--- src/rtl/ps2_pkg.sv ---
// Shared constants and enumerations for the PS/2 host command controller:
// command/reply bytes, controller states, command kinds and error codes.
package ps2_pkg;

    localparam logic [7:0] CMD_SET_LED  = 8'hED;
    localparam logic [7:0] CMD_RESET    = 8'hFF;

    localparam logic [7:0] RSP_ACK      = 8'hFA;
    localparam logic [7:0] RSP_RESEND   = 8'hFE;
    localparam logic [7:0] RSP_BAT_OK   = 8'hAA;
    localparam logic [7:0] RSP_BAT_FAIL = 8'hFC;

    typedef enum logic [2:0] {
        ST_IDLE,
        ST_SEND,
        ST_WAIT_ACK,
        ST_WAIT_BAT,
        ST_FINISH_OK,
        ST_FINISH_ERR
    } ctrl_state_e;

    // LED1 = 0xED command byte, LED2 = LED bitmap byte, RST = 0xFF reset byte.
    typedef enum logic [1:0] {
        KIND_LED1,
        KIND_LED2,
        KIND_RST
    } cmd_kind_e;

    typedef enum logic [1:0] {
        ERR_NONE        = 2'd0,
        ERR_ACK_TIMEOUT = 2'd1,
        ERR_RETRY       = 2'd2,
        ERR_BAT         = 2'd3
    } err_code_e;

endpackage

--- src/rtl/ps2_host_cmd_ctrl_if.sv ---
// Bundle of requester, ps2_tx and ps2_rx signals seen by the command controller.
// Handshakes: requests are levels held until done/err; tx_req is held until the
// one-cycle tx_sent pulse; rx_data is only meaningful in the cycle rx_valid is high.
interface ps2_host_cmd_ctrl_if;
    import ps2_pkg::*;

    logic        led_req;
    logic [2:0]  led_state;
    logic        kbd_rst_req;
    logic        tx_req;
    logic [7:0]  tx_data;
    logic        tx_sent;
    logic        rx_valid;
    logic [7:0]  rx_data;
    logic        busy;
    logic        done;
    logic        err;
    logic [1:0]  err_code;
    ctrl_state_e fsm_state;

    // Requesters and byte engines.
    modport master (
        output led_req, led_state, kbd_rst_req, tx_sent, rx_valid, rx_data,
        input  tx_req, tx_data, busy, done, err, err_code, fsm_state
    );

    // The command controller.
    modport slave (
        input  led_req, led_state, kbd_rst_req, tx_sent, rx_valid, rx_data,
        output tx_req, tx_data, busy, done, err, err_code, fsm_state
    );

endinterface

--- src/rtl/ps2_reply_timer.sv ---
// Saturating reply timer with synchronous clear and two expiry compares
// (ACK window and BAT window); counts only while enabled.
module ps2_reply_timer #(
    parameter int unsigned ACK_TIMEOUT = 2000000,
    parameter int unsigned BAT_TIMEOUT = 100000000
) (
    input  logic clk,
    input  logic rst_n,
    input  logic clr,
    input  logic en,
    output logic ack_expire,
    output logic bat_expire
);

    localparam int unsigned W = $clog2(BAT_TIMEOUT) + 1;
    localparam logic [W-1:0] ACK_LAST = W'(ACK_TIMEOUT - 1);
    localparam logic [W-1:0] BAT_LAST = W'(BAT_TIMEOUT - 1);

    logic [W-1:0] cnt;

    always_ff @(posedge clk or negedge rst_n) begin
        if (!rst_n) begin
            cnt <= '0;
        end else if (clr) begin
            cnt <= '0;
        end else if (en && cnt != '1) begin
            cnt <= cnt + 1'b1;
        end
    end

    assign ack_expire = (cnt == ACK_LAST);
    assign bat_expire = (cnt == BAT_LAST);

endmodule

--- src/rtl/ps2_host_cmd_ctrl.sv ---
// Host-side PS/2 command sequencer: arbitrates LED-update and keyboard-reset
// requests, sends the byte sequence and checks ACK/RESEND/BAT replies.
module ps2_host_cmd_ctrl
    import ps2_pkg::*;
#(
    parameter int unsigned ACK_TIMEOUT = 2000000,
    parameter int unsigned BAT_TIMEOUT = 100000000,
    parameter int unsigned MAX_RETRY   = 3
) (
    input  logic                clk,
    input  logic                rst_n,
    ps2_host_cmd_ctrl_if.slave  bus
);

    localparam int unsigned RW = (MAX_RETRY < 1) ? 1 : $clog2(MAX_RETRY + 1);
    localparam logic [RW-1:0] RETRY_LIMIT = RW'(MAX_RETRY);

    ctrl_state_e   state;
    cmd_kind_e     kind;
    logic [RW-1:0] retry;
    logic [2:0]    led_latched;

    logic tmr_en;
    logic tmr_clr;
    logic ack_expire;
    logic bat_expire;
    logic rx_ack;
    logic rx_resend;

    assign rx_ack    = bus.rx_valid && (bus.rx_data == RSP_ACK);
    assign rx_resend = bus.rx_valid && (bus.rx_data == RSP_RESEND);

    // Timer is held at zero outside the wait states, so each wait starts from 0;
    // the reset ACK also restarts it for the longer BAT window.
    assign tmr_en  = (state == ST_WAIT_ACK) || (state == ST_WAIT_BAT);
    assign tmr_clr = !tmr_en || ((state == ST_WAIT_ACK) && rx_ack && (kind == KIND_RST));

    ps2_reply_timer #(
        .ACK_TIMEOUT (ACK_TIMEOUT),
        .BAT_TIMEOUT (BAT_TIMEOUT)
    ) u_timer (
        .clk        (clk),
        .rst_n      (rst_n),
        .clr        (tmr_clr),
        .en         (tmr_en),
        .ack_expire (ack_expire),
        .bat_expire (bat_expire)
    );

    assign bus.fsm_state = state;

    always_ff @(posedge clk or negedge rst_n) begin
        if (!rst_n) begin
            state        <= ST_IDLE;
            kind         <= KIND_LED1;
            retry        <= '0;
            led_latched  <= 3'b000;
            bus.tx_req   <= 1'b0;
            bus.tx_data  <= 8'h00;
            bus.busy     <= 1'b0;
            bus.done     <= 1'b0;
            bus.err      <= 1'b0;
            bus.err_code <= ERR_NONE;
        end else begin
            bus.done <= 1'b0;
            bus.err  <= 1'b0;
            case (state)
                ST_IDLE: begin
                    if (bus.kbd_rst_req) begin
                        state        <= ST_SEND;
                        kind         <= KIND_RST;
                        retry        <= '0;
                        bus.tx_req   <= 1'b1;
                        bus.tx_data  <= CMD_RESET;
                        bus.busy     <= 1'b1;
                        bus.err_code <= ERR_NONE;
                    end else if (bus.led_req) begin
                        state        <= ST_SEND;
                        kind         <= KIND_LED1;
                        retry        <= '0;
                        led_latched  <= bus.led_state;
                        bus.tx_req   <= 1'b1;
                        bus.tx_data  <= CMD_SET_LED;
                        bus.busy     <= 1'b1;
                        bus.err_code <= ERR_NONE;
                    end
                end

                ST_SEND: begin
                    if (bus.tx_sent) begin
                        bus.tx_req <= 1'b0;
                        state      <= ST_WAIT_ACK;
                    end
                end

                ST_WAIT_ACK: begin
                    // A recognised reply takes precedence over a same-cycle timeout.
                    if (rx_ack) begin
                        case (kind)
                            KIND_LED1: begin
                                state       <= ST_SEND;
                                kind        <= KIND_LED2;
                                retry       <= '0;
                                bus.tx_req  <= 1'b1;
                                bus.tx_data <= {5'b00000, led_latched};
                            end
                            KIND_LED2: begin
                                state    <= ST_FINISH_OK;
                                bus.done <= 1'b1;
                                bus.busy <= 1'b0;
                            end
                            default: begin
                                state <= ST_WAIT_BAT;
                            end
                        endcase
                    end else if (rx_resend) begin
                        if (retry < RETRY_LIMIT) begin
                            retry      <= retry + 1'b1;
                            bus.tx_req <= 1'b1;
                            state      <= ST_SEND;
                        end else begin
                            state        <= ST_FINISH_ERR;
                            bus.err      <= 1'b1;
                            bus.busy     <= 1'b0;
                            bus.err_code <= ERR_RETRY;
                        end
                    end else if (ack_expire) begin
                        state        <= ST_FINISH_ERR;
                        bus.err      <= 1'b1;
                        bus.busy     <= 1'b0;
                        bus.err_code <= ERR_ACK_TIMEOUT;
                    end
                end

                ST_WAIT_BAT: begin
                    if (bus.rx_valid && bus.rx_data == RSP_BAT_OK) begin
                        state    <= ST_FINISH_OK;
                        bus.done <= 1'b1;
                        bus.busy <= 1'b0;
                    end else if ((bus.rx_valid && bus.rx_data == RSP_BAT_FAIL) || bat_expire) begin
                        state        <= ST_FINISH_ERR;
                        bus.err      <= 1'b1;
                        bus.busy     <= 1'b0;
                        bus.err_code <= ERR_BAT;
                    end
                end

                ST_FINISH_OK,
                ST_FINISH_ERR: begin
                    state <= ST_IDLE;
                end

                default: begin
                    state <= ST_IDLE;
                end
            endcase
        end
    end

endmodule

--- src/flat_wrapper.sv ---
// flat-port wrapper written by rule: the top's interface ports become plain ports
module ps2_host_cmd_ctrl_flat import ps2_pkg::*;
#(
    parameter int unsigned ACK_TIMEOUT = 2000000,
    parameter int unsigned BAT_TIMEOUT = 100000000,
    parameter int unsigned MAX_RETRY   = 3
)
  (clk, rst_n, bus_led_req, bus_led_state, bus_kbd_rst_req, bus_tx_sent, bus_rx_valid, bus_rx_data, bus_tx_req, bus_tx_data, bus_busy, bus_done, bus_err, bus_err_code, bus_fsm_state);
  ps2_host_cmd_ctrl_if bus_i ();
  input  logic clk;
  input  logic rst_n;
  input wire logic [$bits(bus_i.led_req)-1:0] bus_led_req;
  input wire logic [$bits(bus_i.led_state)-1:0] bus_led_state;
  input wire logic [$bits(bus_i.kbd_rst_req)-1:0] bus_kbd_rst_req;
  input wire logic [$bits(bus_i.tx_sent)-1:0] bus_tx_sent;
  input wire logic [$bits(bus_i.rx_valid)-1:0] bus_rx_valid;
  input wire logic [$bits(bus_i.rx_data)-1:0] bus_rx_data;
  output wire logic [$bits(bus_i.tx_req)-1:0] bus_tx_req;
  output wire logic [$bits(bus_i.tx_data)-1:0] bus_tx_data;
  output wire logic [$bits(bus_i.busy)-1:0] bus_busy;
  output wire logic [$bits(bus_i.done)-1:0] bus_done;
  output wire logic [$bits(bus_i.err)-1:0] bus_err;
  output wire logic [$bits(bus_i.err_code)-1:0] bus_err_code;
  output wire logic [$bits(bus_i.fsm_state)-1:0] bus_fsm_state;
  assign bus_i.led_req = bus_led_req;
  assign bus_i.led_state = bus_led_state;
  assign bus_i.kbd_rst_req = bus_kbd_rst_req;
  assign bus_i.tx_sent = bus_tx_sent;
  assign bus_i.rx_valid = bus_rx_valid;
  assign bus_i.rx_data = bus_rx_data;
  assign bus_tx_req = bus_i.tx_req;
  assign bus_tx_data = bus_i.tx_data;
  assign bus_busy = bus_i.busy;
  assign bus_done = bus_i.done;
  assign bus_err = bus_i.err;
  assign bus_err_code = bus_i.err_code;
  assign bus_fsm_state = bus_i.fsm_state;
  ps2_host_cmd_ctrl #(.ACK_TIMEOUT(ACK_TIMEOUT), .BAT_TIMEOUT(BAT_TIMEOUT), .MAX_RETRY(MAX_RETRY)) u_core (.clk(clk), .rst_n(rst_n), .bus(bus_i));
endmodule
--- config.mk ---
export PLATFORM = sky130hd
export DESIGN_NAME = ps2_host_cmd_ctrl_flat
export DESIGN_NICKNAME = d
export VERILOG_FILES = /design/src/rtl/ps2_pkg.sv /design/src/rtl/ps2_host_cmd_ctrl_if.sv /design/src/rtl/ps2_reply_timer.sv /design/src/rtl/ps2_host_cmd_ctrl.sv /design/src/flat_wrapper.sv
export SDC_FILE = /design/constraint.sdc
export NUM_CORES = 1
export LEC_CHECK = 0
export BUFFER_PORTS_ARGS = -buffer_cell sky130_fd_sc_hd__buf_2
export CAP_MARGIN = 20
export CORE_MARGIN = 2
export CORE_UTILIZATION = 25
export DETAILED_ROUTE_END_ITERATION = 7
export MAX_ROUTING_LAYER = met4
export SLEW_MARGIN = 20
export SYNTH_ARGS = -nofsm -noshare
export SYNTH_HDL_FRONTEND = slang
export SYNTH_SLANG_ARGS = --single-unit
export TNS_END_PERCENT = 100
--- constraint.sdc ---
create_clock -name clk -period 2.3 [get_ports clk]
set_input_delay 0.345 -clock clk [delete_from_list [all_inputs] [get_ports clk]]
set_output_delay 0.345 -clock clk [all_outputs]
set_load 0.005 [all_outputs]
-- Word-level counts from Yosys, hierarchy flattened
Index checks and enable logic that the tools add are counted.
- $add $sub $neg: 2
- magnitude comparators: 1
- eq/ne operators: 28
- muxes and demuxes: 63
- bitwise operators: 1
- reduce and logical (&&, ||, !) cells: 24
- operators with widths (kind ; count):
    $mux W28 ; 2
    $eq A8 B8 Y1 const B ; 4
    $mux W8 ; 4
    $mux W2 ; 15
    $add A28 B1 Y28 const B ; 1
    $eq A28 B21 Y1 const B ; 1
    $eq A28 B27 Y1 const B ; 1
    $ne A28 B28 Y1 const B ; 1
    $mux W3 ; 9
    $mux W1 ; 23
    $pmux W8 S2 ; 1
    $ne A3 B3 Y1 const B ; 5
    $pmux W3 S4 ; 1
    $reduce_and A6 Y1 ; 2
    $ne A2 B2 Y1 const B ; 5
    $pmux W2 S2 ; 2
    $reduce_and A4 Y1 ; 2
    $logic_and A1 B1 Y1 ; 7
    $reduce_and A7 Y1 ; 1
    $eq A3 B2 Y1 const B ; 2
    $ne A3 B1 Y1 const B ; 2
    $pmux W1 S3 ; 2
    $pmux W2 S3 ; 1
    $pmux W3 S2 ; 1
    19 further kinds ; 24
- register bits: 52
- input bits: 17
- output and inout port bits: 17
- word-level logic and storage cells: 130

-- Depth between registers and ports, before layout
Gate-level depths: netlist of run 1.
- depth after elaboration: 6
- mapped depth: 7

-- Cells and area by module
Synthesis of run 1 repeated with hierarchy kept, for this count alone.
- cells, all modules: 290
- area, all modules: 2760.1 um^2
- by module, submodules not included (module ; times used ; cells an instance ; area an instance (um^2)):
    ps2_reply_timer ; 1 ; 169 ; 1555.2
    ps2_host_cmd_ctrl ; 1 ; 121 ; 1204.9

-- Least setup slack after synthesis of run 1
OpenSTA, ideal clock, no wires.
- kind: flip-flop to flip-flop
- start: register u_core.state[2] (netlist: u_core.bus.fsm_state[2])
- end: register u_core.u_timer.cnt[0]
- setup time: 0.120 ns
- arrival: 1.785 ns
- setup slack: 0.396 ns
- cell stages (with the launch flop): 8
- buffers on the path: 1
- path through: dfrtp_1 > nor2b_1 > nand2_1 > nor3_1 > nand2_1 > o21ai_2 > buf_4 > nor2_1
- longest elaborated chain between the ends: 5
- elaborated cells on any way between the ends: 10
- those cells by class: eq/ne: 2; mux: 1; reduce/logical: 7
- RTL lines (what ; RTL line ; source):
    start, declared ; ps2_host_cmd_ctrl.sv:18 ; ctrl_state_e state;
    start signal, assigned ; ps2_host_cmd_ctrl.sv:54 ; state <= ST_IDLE;
    start signal, assigned ; ps2_host_cmd_ctrl.sv:70 ; state <= ST_SEND;
    start signal, assigned ; ps2_host_cmd_ctrl.sv:78 ; state <= ST_SEND;
    $eq A3 B2 Y1, on equally long branches ; ps2_host_cmd_ctrl.sv:35, ps2_host_cmd_ctrl.sv:36 ;
    $logic_or A1 B1 Y1 / $logic_and A1 B1 Y1 (equally long branches) ; ps2_host_cmd_ctrl.sv:35, ps2_host_cmd_ctrl.sv:36 ;
    $logic_not A1 Y1 / $logic_and A1 B1 Y1 (equally long branches) ; ps2_host_cmd_ctrl.sv:36 ; assign tmr_clr = !tmr_en || ((state == ST_WAIT_ACK) && rx_ack && (kind == KIND_RST));
    $logic_or A1 B1 Y1 ; ps2_host_cmd_ctrl.sv:36 ;
    $mux W28 / $reduce_bool A2 Y1 (equally long branches) ; - ;
    end signal, assigned ; ps2_reply_timer.sv:27 ; cnt <= cnt + 1'b1;
    end, declared ; ps2_reply_timer.sv:19 ; logic [W-1:0] cnt;
Several ways; a longest one is shown, not always the timed one.
A chain may end at the register's enable or synchronous reset.

-- Worst setup path after layout of run 1
- start: register u_core.u_timer.cnt[16]
- end: register u_core.u_timer.cnt[27]
- longest elaborated chain between the ends: 3
- elaborated cells on any way between the ends: 6
- those cells by class: add/sub: 1; eq/ne: 1; mux: 2; reduce/logical: 2
- RTL lines (what ; RTL line ; source):
    $add A28 B1 Y28 / $ne A28 B28 Y1 (equally long branches) ; ps2_reply_timer.sv:27, ps2_reply_timer.sv:26 ;
    $mux W28 / $logic_and A1 B1 Y1 (equally long branches) ; ps2_reply_timer.sv:26 ; end else if (en && cnt != '1) begin
    $mux W28 / $reduce_bool A2 Y1 (equally long branches) ; - ;
Several ways; a longest one is shown, not always the timed one. The select of a mux whose other input is x is not followed.

==> impl_metrics.json, run 1 <==
{
  "outcome": "finished clean",
  "drcViolationCount": 0,
  "core_um2": 10700,
  "crit_path_max_fanout": 7,
  "die-width_um": 108,
  "grt_pass1_wl_um": 11200,
  "cp.arrival_ns": 2.36,
  "final_common_cell": "nor2_1",
  "leakage_nw": 1.38,
  "hp-start": "bus_led_state[2]",
  "synth_nets": 320,
  "async_flop_share": 1.00,
  "slew_viol_final": 0,
  "grt_pass1_vias": 2315,
  "grt.met1_usage": 0.166,
  "cts_tree": "done",
  "setup_viol": 0,
  "cp.required_ns": 2.50,
  "maxSlewHeadroom": 0.622,
  "grt-busiest-layer": "met2",
  "htreeDepth": 2,
  "max_freq_mhz": 464,
  "grt_remaining_overflow": 0,
  "fin_crit_ns": 2.16,
  "io_pins": 34,
  "gr-usage-all-layers": 0.124,
  "final_cell_mix": "56 x nor2_1, 48 x dfrtp_1, 33 x buf_2, 30 x nand2_1, 18 x nand3_1",
  "syn_area_per_cell_um2": 9.02,
  "ant_nets": 0,
  "clock-root-buffer": "clkbuf_8",
  "ir_worst_vdd_mv": 0.444,
  "cts_sinks": 48,
  "drtPass1Iterations": 5,
  "rsz0062_at_grt": "no",
  "regArea_um2": 1200,
  "die_area_um2": 11700,
  "antenna_cells": 0,
  "via_count": 2330,
  "synthCells": 301,
  "synth-edff-count": 0,
  "critPathKind": "flip-flop to flip-flop",
  "power_density_nw_per_um2": 878,
  "finalWirelength_um": 6460,
  "wl_per_cell_um": 13.3,
  "fp.dieH_um": 108,
  "antenna_found_initial": 0,
  "clock_path_buffers": 2,
  "rows": 38,
  "multi_input_area_um2": 1440,
  "reg2reg_from": "u_core.u_timer.cnt[16]",
  "hpwl_um": 4900,
  "hold_class": "input port to flip-flop",
  "seq_area_frac_synth": 0.442,
  "setup_tns_ns": 0,
  "use_met3": 0.0217,
  "synth_ff_type": "dfrtp_1",
  "initial_core_util": 0.254,
  "cts_buffers": 5,
  "drt-vias-per-instance": 4.81,
  "worstSetupEndpointType": "flip-flop",
  "critPathLaunch": "u_core.u_timer.cnt[16]",
  "hold_violations": 0,
  "gp_congestion": 0.897,
  "path_clk_slew_ns": 0.10,
  "period_share": 0.938,
  "clk_latency_ns": 0.31,
  "port_buffers": 33,
  "power_mw": 2.84,
  "grt_max_degree": 34,
  "drtIter0Drc": 73,
  "fillers": 1162,
  "synth_seq_cells": 48,
  "worst_pin_slew_ns": 0.562,
  "cap_viol_max_count": 0,
  "synth_warnings": 0,
  "drive_above_1_share": 0.198,
  "syn_area_um2": 2720,
  "nets": 362,
  "met2_usage": 0.191,
  "skew_ns": 0.00890,
  "synth_cell_types": 48,
  "critPathLaunchType": "flip-flop",
  "syn_to_final_growth_pct": 19.0
}
## worst paths after layout
check / to / slack [ns] / cells after the start
worst max-delay path: u_core.u_timer.cnt[27] / 0.14 / 6
worst min-delay path: u_core.led_latched[2] / 0.27 / 2
worst max register to register: u_core.u_timer.cnt[27] / 0.14 / 6
worst min register to register: u_core.led_latched[2] / 0.52 / 1
max in group asynchronous: u_core.u_timer.cnt[6] / 1.05 / 3
min in group asynchronous: u_core.u_timer.cnt[15] / 0.48 / 2
## state kept, by name, indices dropped and copies added (netlist names)
signal and cells:
u_core.bus.fsm_state 3, u_core.bus.done 1, u_core.retry 2, u_core.bus.tx_data 5, u_core.u_timer.cnt 28, u_core.bus.tx_req 1, u_core.led_latched 3, u_core.bus.busy 1
u_core.bus.err_code 2, u_core.kind 1, u_core.bus.err 1
## per-layer routing
| metal | part of all wire | vias up | wire length [µm] |
|---|---|---|---|
| met5 | 0 | - | 0 |
| met2 | 0.48 | 65 | 3110 |
| met3 | 0.042 | 2 | 273 |
| li1 | - | 1140 | - |
| met1 | 0.47 | 1123 | 3060 |
| met4 | 0.0029 | 0 | 19 |
## synth_stat cells, drive strengths merged, types with 2 or more instances
master	count	area [µm²]
o31ai	3	22.5
nand3	19	100
nor2	56	210
clkbuf	2	7.51
inv	11	41.3
o21ai	8	43.8
o31a	2	17.5
xor2	9	78.8
nor4	4	31.3
and3	8	50.1
or4	2	18.8
a31oi	5	31.3
o311ai	2	35.0
dfrtp	48	1200
and4	4	35.0
nand2b	2	12.5
mux2i	3	30.0
or3	2	12.5
nand4	8	50.1
nor4b	3	26.3
xnor2	16	140
mux2	5	56.3
buf	6	45.0
a22oi	2	15.0
ha	2	25.0
a21oi	9	45.0
nor2b	2	12.5
nand2	30	113
nor3	15	85.1
## cell families (layout without fill, tap and decap cells)
logic type | after synthesis | count (layout) | share of synthesized area
and+or+nand+nor | 160 | 160 | 0.295
DFF | 48 | 48 | 0.442
AOI/OAI and AO/OA | 39 | 39 | 0.106
xor gates and xnor gates | 25 | 25 | 0.0806
buffers and inverters | 19 | 62 | 0.0346
muxes | 8 | 8 | 0.0318
adders and majority gates | 2 | 2 | 0.00922
## area by class of cell
class                      count  share of cell area
clock buffer                   6              0.0256
clock inverter                 2              0.0120
inverter                      11              0.0128
multi-input combinational    234               0.445
sequential                    48               0.372
tap                          140              0.0542
timing repair buffer          43              0.0790
## metrics by stage
stage	instance area (µm²)	util	setup WS [ns]	instances	hold slack (ns)
detailed placement	3080	0.288	0.169	475	0.289
global route	3230	0.302	0.00517	484	0.253
floorplan	2720	-	0.396	301	0.0494
finish	3230	0.302	0.144	484	0.266
CTS	3210	0.300	0.150	484	0.256
global placement	3080	0.288	0.175	475	0.286
## power by group
group / internal, mW / switching [mW]
clock: 0.356 / 0.298
combinational: 0.471 / 0.591
sequential: 0.988 / 0.134
total: 1.82 / 1.02
## critical path, stage by stage, from the launching register on
cell and delay [ns]:
dfrtp_1 0.47, nand3_1 0.20, or4_4 0.56, o311ai_4 0.44, nor3_1 0.13, xnor2_1 0.19
nor2_1 0.06
## timing repair
item	in CTS	in global routing
hold buffers	1	0
hold endpoints to repair	15	0
resized for setup	0	2
setup endpoints to repair	0	3
buffers inserted	0	0
(Power assumes the default switching activity.)
==> inputs of run 2 (changes only) <==
--- a/config.mk
+++ b/config.mk
@@ -7,10 +7,13 @@
 export LEC_CHECK = 0
 export BUFFER_PORTS_ARGS = -buffer_cell sky130_fd_sc_hd__buf_2
 export CAP_MARGIN = 20
+export CELL_PAD_IN_SITES_DETAIL_PLACEMENT = 1
+export CELL_PAD_IN_SITES_GLOBAL_PLACEMENT = 2
 export CORE_MARGIN = 2
 export CORE_UTILIZATION = 25
 export DETAILED_ROUTE_END_ITERATION = 7
 export MAX_ROUTING_LAYER = met4
+export PLACE_DENSITY_LB_ADDON = 0.1
 export SLEW_MARGIN = 20
 export SYNTH_ARGS = -nofsm -noshare
 export SYNTH_HDL_FRONTEND = slang
==> run 2 against run 1 <==
Wire length rose by 24%; cell area up 1.6%; register-to-register slack better by 0.03 ns; total power down 1.9%; sequential power hardly changed; clock power shrank 17%; non-clock buffer count increased by 6; critical path type unchanged; critical endpoint is now u_core.bus.busy; largest cell class unchanged; largest power group unchanged; highest routed layer unchanged.
==> impl_metrics.json, run 2 (synthesized netlist as in run 1, its figures left out) <==
{
  "path_clk_slew_ns": 0.10,
  "ant_nets": 0,
  "rows": 38,
  "finalWirelength_um": 8010,
  "setup_viol": 0,
  "maxSlewHeadroom": 0.631,
  "final_cell_mix": "56 x nor2_1, 48 x dfrtp_1, 33 x buf_2, 30 x nand2_1, 17 x nand3_1",
  "hpwl_um": 6180,
  "reg2reg_to": "u_core.bus.busy",
  "initial_core_util": 0.254,
  "skew_ns": 0.0146,
  "grt_pass1_wl_um": 13700,
  "instances_no_fill": 490,
  "cts_sinks": 48,
  "clock-root-buffer": "clkbuf_8",
  "cp.arrival_ns": 2.32,
  "port_buffers": 33,
  "reg2reg_depth": 6,
  "die-width_um": 108,
  "drtIter0Drc": 43,
  "cap_viol_max_count": 0,
  "hold_violations": 0,
  "clk_latency_ns": 0.30,
  "hold_class": "input port to async pin",
  "via_count": 2351,
  "max_freq_mhz": 470,
  "largest_register_ffs": 28,
  "wl_per_cell_um": 16.4,
  "dp_slack_ns": -0.0462,
  "htreeDepth": 2,
  "fin_crit_ns": 2.13,
  "reg2reg_from": "u_core.u_timer.cnt[8]",
  "io_pins": 34,
  "cts_buffers": 5,
  "fp.dieH_um": 108,
  "drcViolationCount": 0,
  "leakage_nw": 1.38,
  "r2r_slack_ns": 0.17,
  "critPathKind": "flip-flop to flip-flop",
  "fin_ws_ns": 0.173,
  "multi_input_area_um2": 1450,
  "slew_viol_final": 0,
  "postLayoutCoreUtil": 0.307,
  "drt-vias-per-instance": 4.80,
  "nets": 368,
  "gr-usage-all-layers": 0.156,
  "power_density_nw_per_um2": 848,
  "syn_to_final_growth_pct": 20.9,
  "worstSetupEndpointType": "flip-flop",
  "cp.required_ns": 2.49,
  "drtPass1Iterations": 4,
  "top_register": "u_core.u_timer.cnt",
  "period_share": 0.925,
  "antenna_found_initial": 0,
  "ir_worst_vdd_mv": 0.331,
  "critPathLaunchType": "flip-flop",
  "core_um2": 10700,
  "gp_congestion": 0.752,
  "antenna_cells": 0,
  "placed_cells": 481,
  "grt_pass1_vias": 2592,
  "clock_path_buffers": 2,
  "crit_path_max_fanout": 4,
  "fillers": 1265,
  "grt_max_degree": 29,
  "regArea_um2": 1200,
  "die_area_um2": 11700,
  "final_common_cell": "nor2_1",
  "grt_remaining_overflow": 0,
  "outcome": "finished clean",
  "drive_above_1_share": 0.223,
  "worst_pin_slew_ns": 0.547,
  "cts_tree": "done",
  "reg_top3": "u_core.u_timer.cnt x28, u_core.bus.tx_data x5"
}
## run 2: cell types whose count changed in the layout (fill, tap and decap cells not counted), sizes merged
| cell | before | now |
|---|---|---|
| clkinvlp | 0 | 1 |
| clkbuf | 6 | 7 |
| bufinv | 1 | 0 |
| clkinv | 1 | 0 |
| buf | 42 | 49 |
| dlygate4sd3 | 1 | 0 |
## run 2: power breakdown
part           total, mW  internal [mW]  switching [mW]
Clock              0.540          0.245           0.295
Combinational       1.12          0.493           0.626
Sequential          1.12          0.988           0.136
## run 2: per-stage QoR
stage | hold WS (ns) | setup TNS [ns] | power [mW] | cell area [µm²]
after floorplan | 0.0494 | 0 | 1.78 | 2720
after global placement | 0.388 | 0 | 2.28 | 3140
after detailed placement | 0.385 | -0.0462 | 2.28 | 3140
after CTS | 0.0397 | 0 | 2.86 | 3240
after global routing | 0.0610 | -0.000470 | 3.04 | 3280
final | 0.0178 | 0 | 2.78 | 3280
## run 2: worst max path at each step
stage | from | to | slack, ns
6_report | u_core.u_timer.cnt[8] | u_core.bus.busy | 0.17
3_3_place_gp | u_core.u_timer.cnt[13] | u_core.bus.err_code[1] | 0.006
5_1_grt | u_core.u_timer.cnt[8] | u_core.bus.busy | -0.0005
3_5_place_dp | u_core.u_timer.cnt[13] | u_core.bus.err_code[1] | -0.05
2_1_floorplan | u_core.bus.fsm_state[2] | u_core.u_timer.cnt[0] | 0.40
4_1_cts | u_core.u_timer.cnt[8] | u_core.bus.busy | 0.06
## run 2: what timing repair did
item	CTS	global route
pin swaps	0	2
endpoints found under the setup margin	2	8
resized for setup	1	5
hold buffers	0	0
setup buffers	0	1
## run 2: worst max-delay path: stages (launching register included)
cell and delay [ns]:
dfrtp_1 0.44, nor4_2 0.37, nand4_1 0.15, o41ai_2 0.60
nor2_1 0.15, nor3_2 0.22, nor4_1 0.09
## run 2: area by class of cell
| cell class | instances | share of cell area |
|---|---|---|
| sequential | 48 | 0.366 |
| multi-input combinational | 234 | 0.441 |
| clock inverter | 1 | 0.00229 |
| clock buffer | 7 | 0.0263 |
| tap | 140 | 0.0534 |
| timing repair buffer | 49 | 0.0983 |
| inverter | 11 | 0.0126 |
## run 2: per-layer routing
metal  track usage  vias to the layer above  part of all wire
met5             -                        -                 0
met4        0.0430                        0             0.012
met3        0.0217                        8             0.020
met2         0.261                       30              0.51
met1         0.199                     1151              0.46
li1              -                     1162                 -
